$ cat src/rtl/fixed_pkg.sv
// Shared definitions for the fixed-point add/sub/accumulate unit:
// operation encodings and two's-complement extreme-value helpers.
package fixed_pkg;

  // Widest format the extreme-value helpers can describe.
  localparam int unsigned FX_MAX_W = 64;

  typedef enum logic [1:0] {
    OP_ADD  = 2'b00,  // a + b
    OP_SUB  = 2'b01,  // a - b
    OP_ACC  = 2'b10,  // acc + a
    OP_LOAD = 2'b11   // acc = a
  } op_e;

  // Largest positive value of a width-bit two's-complement number
  // (0 followed by ones), right-aligned in FX_MAX_W bits.
  function automatic logic [FX_MAX_W-1:0] fx_max(input int unsigned width);
    return (FX_MAX_W'(1) << (width - 1)) - FX_MAX_W'(1);
  endfunction

  // Most negative value of a width-bit two's-complement number
  // (1 followed by zeros), right-aligned in FX_MAX_W bits.
  function automatic logic [FX_MAX_W-1:0] fx_min(input int unsigned width);
    return FX_MAX_W'(1) << (width - 1);
  endfunction

endpackage

$ cat src/rtl/fixed_sat_add.sv
// Combinational WIDTH-bit two's-complement add/subtract with overflow
// detection and optional saturation. The operation is done in WIDTH+1
// bits so that subtracting the most negative value is exact.
module fixed_sat_add
  import fixed_pkg::*;
#(
  parameter int WIDTH  = 32,
  parameter int SAT_EN = 1
) (
  input  logic [WIDTH-1:0] i_x,
  input  logic [WIDTH-1:0] i_y,
  input  logic             i_sub,
  output logic [WIDTH-1:0] o_sum,
  output logic             o_ovf
);

  localparam logic [WIDTH-1:0] L_MAX = WIDTH'(fx_max(WIDTH));
  localparam logic [WIDTH-1:0] L_MIN = WIDTH'(fx_min(WIDTH));

  logic [WIDTH:0] w_xe;
  logic [WIDTH:0] w_ye;
  logic [WIDTH:0] w_sum;

  assign w_xe  = {i_x[WIDTH-1], i_x};
  assign w_ye  = {i_y[WIDTH-1], i_y};
  assign w_sum = i_sub ? (w_xe - w_ye) : (w_xe + w_ye);

  // The two top bits disagree exactly when the result does not fit WIDTH bits.
  assign o_ovf = w_sum[WIDTH] ^ w_sum[WIDTH-1];

  // Clamp towards the sign of the true (WIDTH+1-bit) result, or wrap.
  always_comb begin
    o_sum = w_sum[WIDTH-1:0];
    if ((SAT_EN != 0) && o_ovf) begin
      o_sum = w_sum[WIDTH] ? L_MIN : L_MAX;
    end
  end

endmodule

$ cat src/rtl/fixed_addsub_pipe.sv
// Two-stage pipelined fixed-point add/subtract/accumulate unit.
// Stage 1 captures the operand beat, stage 2 computes the result, updates
// the accumulator and the sticky overflow flag.
//
// Handshake: a beat moves on an edge where valid && ready are both high.
// Upstream holds in_valid/a/b/op stable until it sees in_ready high at an
// edge; downstream holds nothing, it simply raises out_ready when it takes
// result. The whole pipe advances whenever the output register is empty or
// being consumed, so in_ready is purely a function of out_valid/out_ready.
module fixed_addsub_pipe
  import fixed_pkg::*;
#(
  parameter int WIDTH  = 32,
  parameter int FRAC   = 16,
  parameter int SAT_EN = 1
) (
  input  logic             clk,
  input  logic             rst_n,
  input  logic             in_valid,
  output logic             in_ready,
  input  logic [WIDTH-1:0] a,
  input  logic [WIDTH-1:0] b,
  input  logic [1:0]       op,
  output logic             out_valid,
  input  logic             out_ready,
  output logic [WIDTH-1:0] result,
  output logic             overflow,
  output logic             ovf_sticky,
  input  logic             clr_sticky
);

  // FRAC only names the binary-point position; add/sub do not depend on it.
  if (WIDTH < 4 || FRAC < 0 || FRAC >= WIDTH) begin : g_bad_format
    $error("fixed_addsub_pipe: need WIDTH >= 4 and 0 <= FRAC < WIDTH");
  end

  // Stage 1 registers
  logic [WIDTH-1:0] r_a;
  logic [WIDTH-1:0] r_b;
  op_e              r_op;
  logic             r_v1;

  // Stage 2 / architectural state
  logic             r_out_valid;
  logic [WIDTH-1:0] r_result;
  logic             r_overflow;
  logic             r_ovf_sticky;
  logic [WIDTH-1:0] r_acc;

  logic             w_adv;
  logic [WIDTH-1:0] w_x;
  logic [WIDTH-1:0] w_y;
  logic             w_sub;
  logic [WIDTH-1:0] w_sum;
  logic             w_ovf;
  logic             w_is_acc_op;
  logic             w_fire2;

  assign w_adv       = !r_out_valid || out_ready;
  assign w_is_acc_op = (r_op == OP_ACC) || (r_op == OP_LOAD);
  assign w_fire2     = w_adv && r_v1;

  // Route stage-1 operands into the shared adder according to the opcode.
  always_comb begin
    w_x   = r_a;
    w_y   = r_b;
    w_sub = 1'b0;
    case (r_op)
      OP_ADD:  w_sub = 1'b0;
      OP_SUB:  w_sub = 1'b1;
      OP_ACC: begin
        w_x = r_acc;
        w_y = r_a;
      end
      OP_LOAD: w_y = '0;  // a + 0 never overflows
      default: w_sub = 1'b0;
    endcase
  end

  fixed_sat_add #(
    .WIDTH  (WIDTH),
    .SAT_EN (SAT_EN)
  ) u_sat_add (
    .i_x   (w_x),
    .i_y   (w_y),
    .i_sub (w_sub),
    .o_sum (w_sum),
    .o_ovf (w_ovf)
  );

  // Stage 1: capture the beat when the pipe advances; no accept = bubble.
  always_ff @(posedge clk or negedge rst_n) begin
    if (!rst_n) begin
      r_a  <= '0;
      r_b  <= '0;
      r_op <= OP_ADD;
      r_v1 <= 1'b0;
    end else if (w_adv) begin
      r_a  <= a;
      r_b  <= b;
      r_op <= op_e'(op);
      r_v1 <= in_valid;
    end
  end

  // Stage 2: register the result and update the accumulator for ACC/LOAD.
  always_ff @(posedge clk or negedge rst_n) begin
    if (!rst_n) begin
      r_out_valid <= 1'b0;
      r_result    <= '0;
      r_overflow  <= 1'b0;
      r_acc       <= '0;
    end else if (w_adv) begin
      r_out_valid <= r_v1;
      if (r_v1) begin
        r_result   <= w_sum;
        r_overflow <= w_ovf;
        if (w_is_acc_op) begin
          r_acc <= w_sum;
        end
      end
    end
  end

  // Sticky overflow: a new overflow beats a simultaneous clear.
  always_ff @(posedge clk or negedge rst_n) begin
    if (!rst_n) begin
      r_ovf_sticky <= 1'b0;
    end else if (w_fire2 && w_ovf) begin
      r_ovf_sticky <= 1'b1;
    end else if (clr_sticky) begin
      r_ovf_sticky <= 1'b0;
    end
  end

  assign in_ready   = w_adv;
  assign out_valid  = r_out_valid;
  assign result     = r_result;
  assign overflow   = r_overflow;
  assign ovf_sticky = r_ovf_sticky;

endmodule

$ cat config.mk
export PLATFORM = sky130hd
export DESIGN_NAME = fixed_addsub_pipe
export DESIGN_NICKNAME = d
export VERILOG_FILES = /design/src/rtl/fixed_pkg.sv /design/src/rtl/fixed_sat_add.sv /design/src/rtl/fixed_addsub_pipe.sv
export SDC_FILE = /design/constraint.sdc
export NUM_CORES = 1
export LEC_CHECK = 0
export CORE_MARGIN = 5
export CORE_UTILIZATION = 35
export DETAILED_ROUTE_END_ITERATION = 10
export GPL_TIMING_DRIVEN = 0
export PLACE_DENSITY = 0.64
export SETUP_SLACK_MARGIN = 0.4
export SLEW_MARGIN = 20
export SYNTH_ARGS = -nofsm -noshare
export SYNTH_HDL_FRONTEND = slang
export SYNTH_SLANG_ARGS = --single-unit
$ cat constraint.sdc
create_clock -name clk -period 11 [get_ports clk]
set_clock_uncertainty 0.15 [all_clocks]
set_input_delay 2.2 -clock clk [delete_from_list [all_inputs] [get_ports clk]]
set_output_delay 2.2 -clock clk [all_outputs]
set_load 0.01 [all_outputs]
==> impl_metrics.csv <==
group,metric,value,unit
sta,timing.hold.ws,0.328,ns
cts,cts_tree,"yes",
route,drc,0,
finish,drive_above_1_share,9.57,%
route,num_vias,8765,
cts,clkTransAtPathRegs,0.06,ns
synthesis,syn-cell-area,0.00912,mm2
sta,hold_viol_final,0,
placed_design,dp_hpwl,23500,um
placed_design,port_buffers,106,
global_routing,grt_pass1_wl,47000,um
route,avgRoutedWirePerCell,19.1,um
outcome,status,"complete, no violations",
die,num_rows,59,
synthesis,syn_avg_cell_area,8.32,um2
die,io_pins,107,
synthesis,yosys-top-cells-area,"dfrtp_1 37%, nand2_1 8.4%, mux2_2 7.7%",
cts,clock-sinks,134,
pwr,p_per_area,246,mW/mm2
cts,cts_buffers,17,
cts,root_buffer,"clkbuf_16",
placed_design,gp_congestion,0.921,
die,start_util,35.3,%
worst_setup_path,crit_type,"reg2reg",
finish,final_cells,1568,
cts,ctsResizeCount,0,
worst_setup_path,start_kind,"flip-flop",
min_path,hold_class,"reg2reg",
finish,syn_to_final_growth,23.0,%
sta,worstMarginPinSlew,0.743,ns
placed_design,placed_cells,1538,
die,die_h,171,um
synthesis,syn_inst,1096,
sta,rsz0062_at_grt,"false",
synthesis,yosysSeqAreaShare,36.8,%
cts,clock_latency,0.43,ns
sta,setup-tns-final,0,ns
sta,min_period,7.23,ns
cts,cts-htree-levels,4,
synthesis,postSynth.asyncResetShare,100,%
die,die_x,171,um
worst_setup_path,path_max_fanout,10,
worst_setup_path,cpPeakStageDelay,0.51,ns
route,drt-pass1-iter-count,5,
die,fp.coreArea,0.0258,mm2
finish,nets,1327,
global_routing,grt_pass1_vias,8303,
finish,fill_cells,2661,
worst_setup_path,cpMostUsedCell,"clkbuf_1",
synthesis,postSynthNetCount,1201,
sta,relSlewSlack,50.5,%
pwr,p_leak,4.81,nW
worst_setup_path,crit_slowest_cell,"nor2b_1",
job,cap_viol_max_count,0,
sta,fmax,138,MHz
cts,cts_setup_buffers,0,
synthesis,yosys.area.top_type,"dfrtp_1",
worst_setup_path,cp_top_family,"simple AND/OR/NAND/NOR gates",
cts,max-clock-path-buffers,2,
worst_setup_path,cp.required,11.14,ns
worst_setup_path,cp.arrival,7.37,ns
global_routing,globalRoute.totalOverflow,0,
finish,regArea,0.00335,mm2
worst_setup_path,path_cells,"nor2b_1 -> clkbuf_1 -> clkbuf_1 -> a22oi_1 -> ha_1 -> o211ai_1 -> nor3_2 -> nand4_1 -> nor2b_1 -> nand2b_1 -> nor2_1 -> nor2_1 -> o21ai_0 -> ha_1 -> clkbuf_1 -> a211o_1 -> a31oi_1 -> o21bai_1 -> or2_2 -> o211a_1 -> clkbuf_1 -> buf_1 -> a21oi_1 -> o21ai_0",
route,ant_nets,0,
synthesis,synth-edff-count,0,
global_routing,antenna_found_initial,0,
global_routing,grtUsageTotal,20.3,%
synthesis,synth_ff_type,"dfrtp_1",
global_routing,grt_max_degree,71,
sta,setup_viol,0,
synthesis,yosys_register_bits,134,
die,dieArea,0.0294,mm2
sta,period_share,65.7,%
route,drt-total-wl,29900,um
cts,ctsHoldBuffers,0,
worst_setup_path,endpoint_kind,"flip-flop",
synthesis,synth_cell_types,66,
sta,final_max_slew_viol_count,0,
route,dr.first_iter.drc_count,955,
finish,antennaDiodeCount,0,
worst_setup_path,critical_path_buf_inv_count,5,
route,vias_per_cell,5.59,
synthesis,yosysWarnings,0,
synthesis,yosysTopAreaCellShare,36.8,%
finish,multi_input_area,0.00542,mm2
pwr,peakVddDrop,0.144,mV
==> path summary, 6_finish.rpt <==
check | cells after the start | start | slack (ns) | to
max in group asynchronous | 2 | rst_n | 8.43 | r_a[4]
max | 24 | r_op[0] | 3.77 | r_acc[3]
min in group asynchronous | 1 | rst_n | 1.54 | result[24]
max reg2reg | 24 | r_op[0] | 3.77 | r_acc[3]
min | 2 | result[7] | 0.33 | result[7]
min reg2reg | 2 | result[7] | 0.33 | result[7]
==> registers in the layout, indices dropped and copies added (netlist names) <==
register	count
out_valid	1
r_b	32
result	32
r_a	32
r_op	2
overflow	1
r_v1	1
ovf_sticky	1
r_acc	32
==> cell families after synthesis <==
| group | Yosys count | share of synthesized area (%) |
|---|---|---|
| simple gates | 381 | 18.3 |
| compound gates | 352 | 23.9 |
| flops | 134 | 36.8 |
| buf+inv | 87 | 3.79 |
| mux | 73 | 8.87 |
| fa+ha+maj | 36 | 4.98 |
| xor+xnor | 33 | 3.38 |
==> tightest hold or removal path, cell delays in order, from the launching register on <==
cell	delay, ns
dfrtp_1	0.34
nand2_1	0.05
o31ai_1	0.05
==> placed cells by master, fill, tap and decap left out, types with 9 or more instances in the layout <==
cell,instances
a21oi_1,109
buf_1,11
a21o_1,16
nand3_1,14
mux2i_1,11
xor2_1,13
buf_2,9
nand2_1,203
o21bai_1,24
clkbuf_1,44
clkbuf_16,17
nor2b_1,23
o22ai_1,9
nor3_1,22
a211oi_1,14
o211ai_1,13
dfrtp_1,134
clkdlybuf4s50_1,105
inv_1,22
ha_1,33
o21ai_1,27
o31ai_1,18
mux2_2,62
nor2_1,74
xnor2_1,19
o21ai_0,67
a211o_1,12
==> area by class of cell <==
cell class / count / area share [%]
Sequential cell: 134 / 29.9
Inverter: 22 / 0.736
Buffer: 65 / 2.34
Clock inverter: 10 / 1.16
Timing Repair Buffer: 107 / 9.75
Tap cell: 335 / 3.74
Multi-Input combinational cell: 875 / 48.3
Clock buffer: 20 / 4.07
==> cell usage after synthesis (12+ instances only) <==
library cell,count
mux2_2,62
o211ai_1,13
xor2_1,13
o21ai_0,67
o21ai_1,27
ha_1,33
nor2b_1,23
nand3_1,14
nor3_1,22
nand2_1,203
nor2_1,74
dfrtp_1,134
inv_1,22
a211o_1,12
clkbuf_1,43
a21oi_1,109
o31ai_1,18
a21o_1,16
a211oi_1,14
o21bai_1,24
xnor2_1,19
==> per-layer routing <==
metal,GRT usage (%),routed length (um),vias up
met2,30.3,12900,384
met5,0,0,-
met3,2.96,2100,39
li1,-,-,4162
met4,5.92,571,0
met1,30.4,14400,4180
==> where the power goes <==
group | total (mW) | internal [mW] | switching (mW) | leakage, nW
logic | 1.41 | 0.575 | 0.839 | 2.91
registers | 0.759 | 0.643 | 0.116 | 1.61
clock network | 0.591 | 0.364 | 0.227 | 0.287
==> stage by stage <==
stage | area, um2 | setup slack, ns | power, mW | util [%]
2_1_floorplan | 9120 | 5.58 | 1.66 | -
5_1_grt | 11200 | 3.44 | 2.96 | 43.4
4_1_cts | 11200 | 4.01 | 2.76 | 43.4
3_3_place_gp | 10600 | 2.20 | 2.14 | 41.0
6_report | 11200 | 3.77 | 2.76 | 43.4
3_5_place_dp | 10600 | 4.02 | 2.16 | 41.1
No activity file was read; power rests on OpenSTA's default activity.
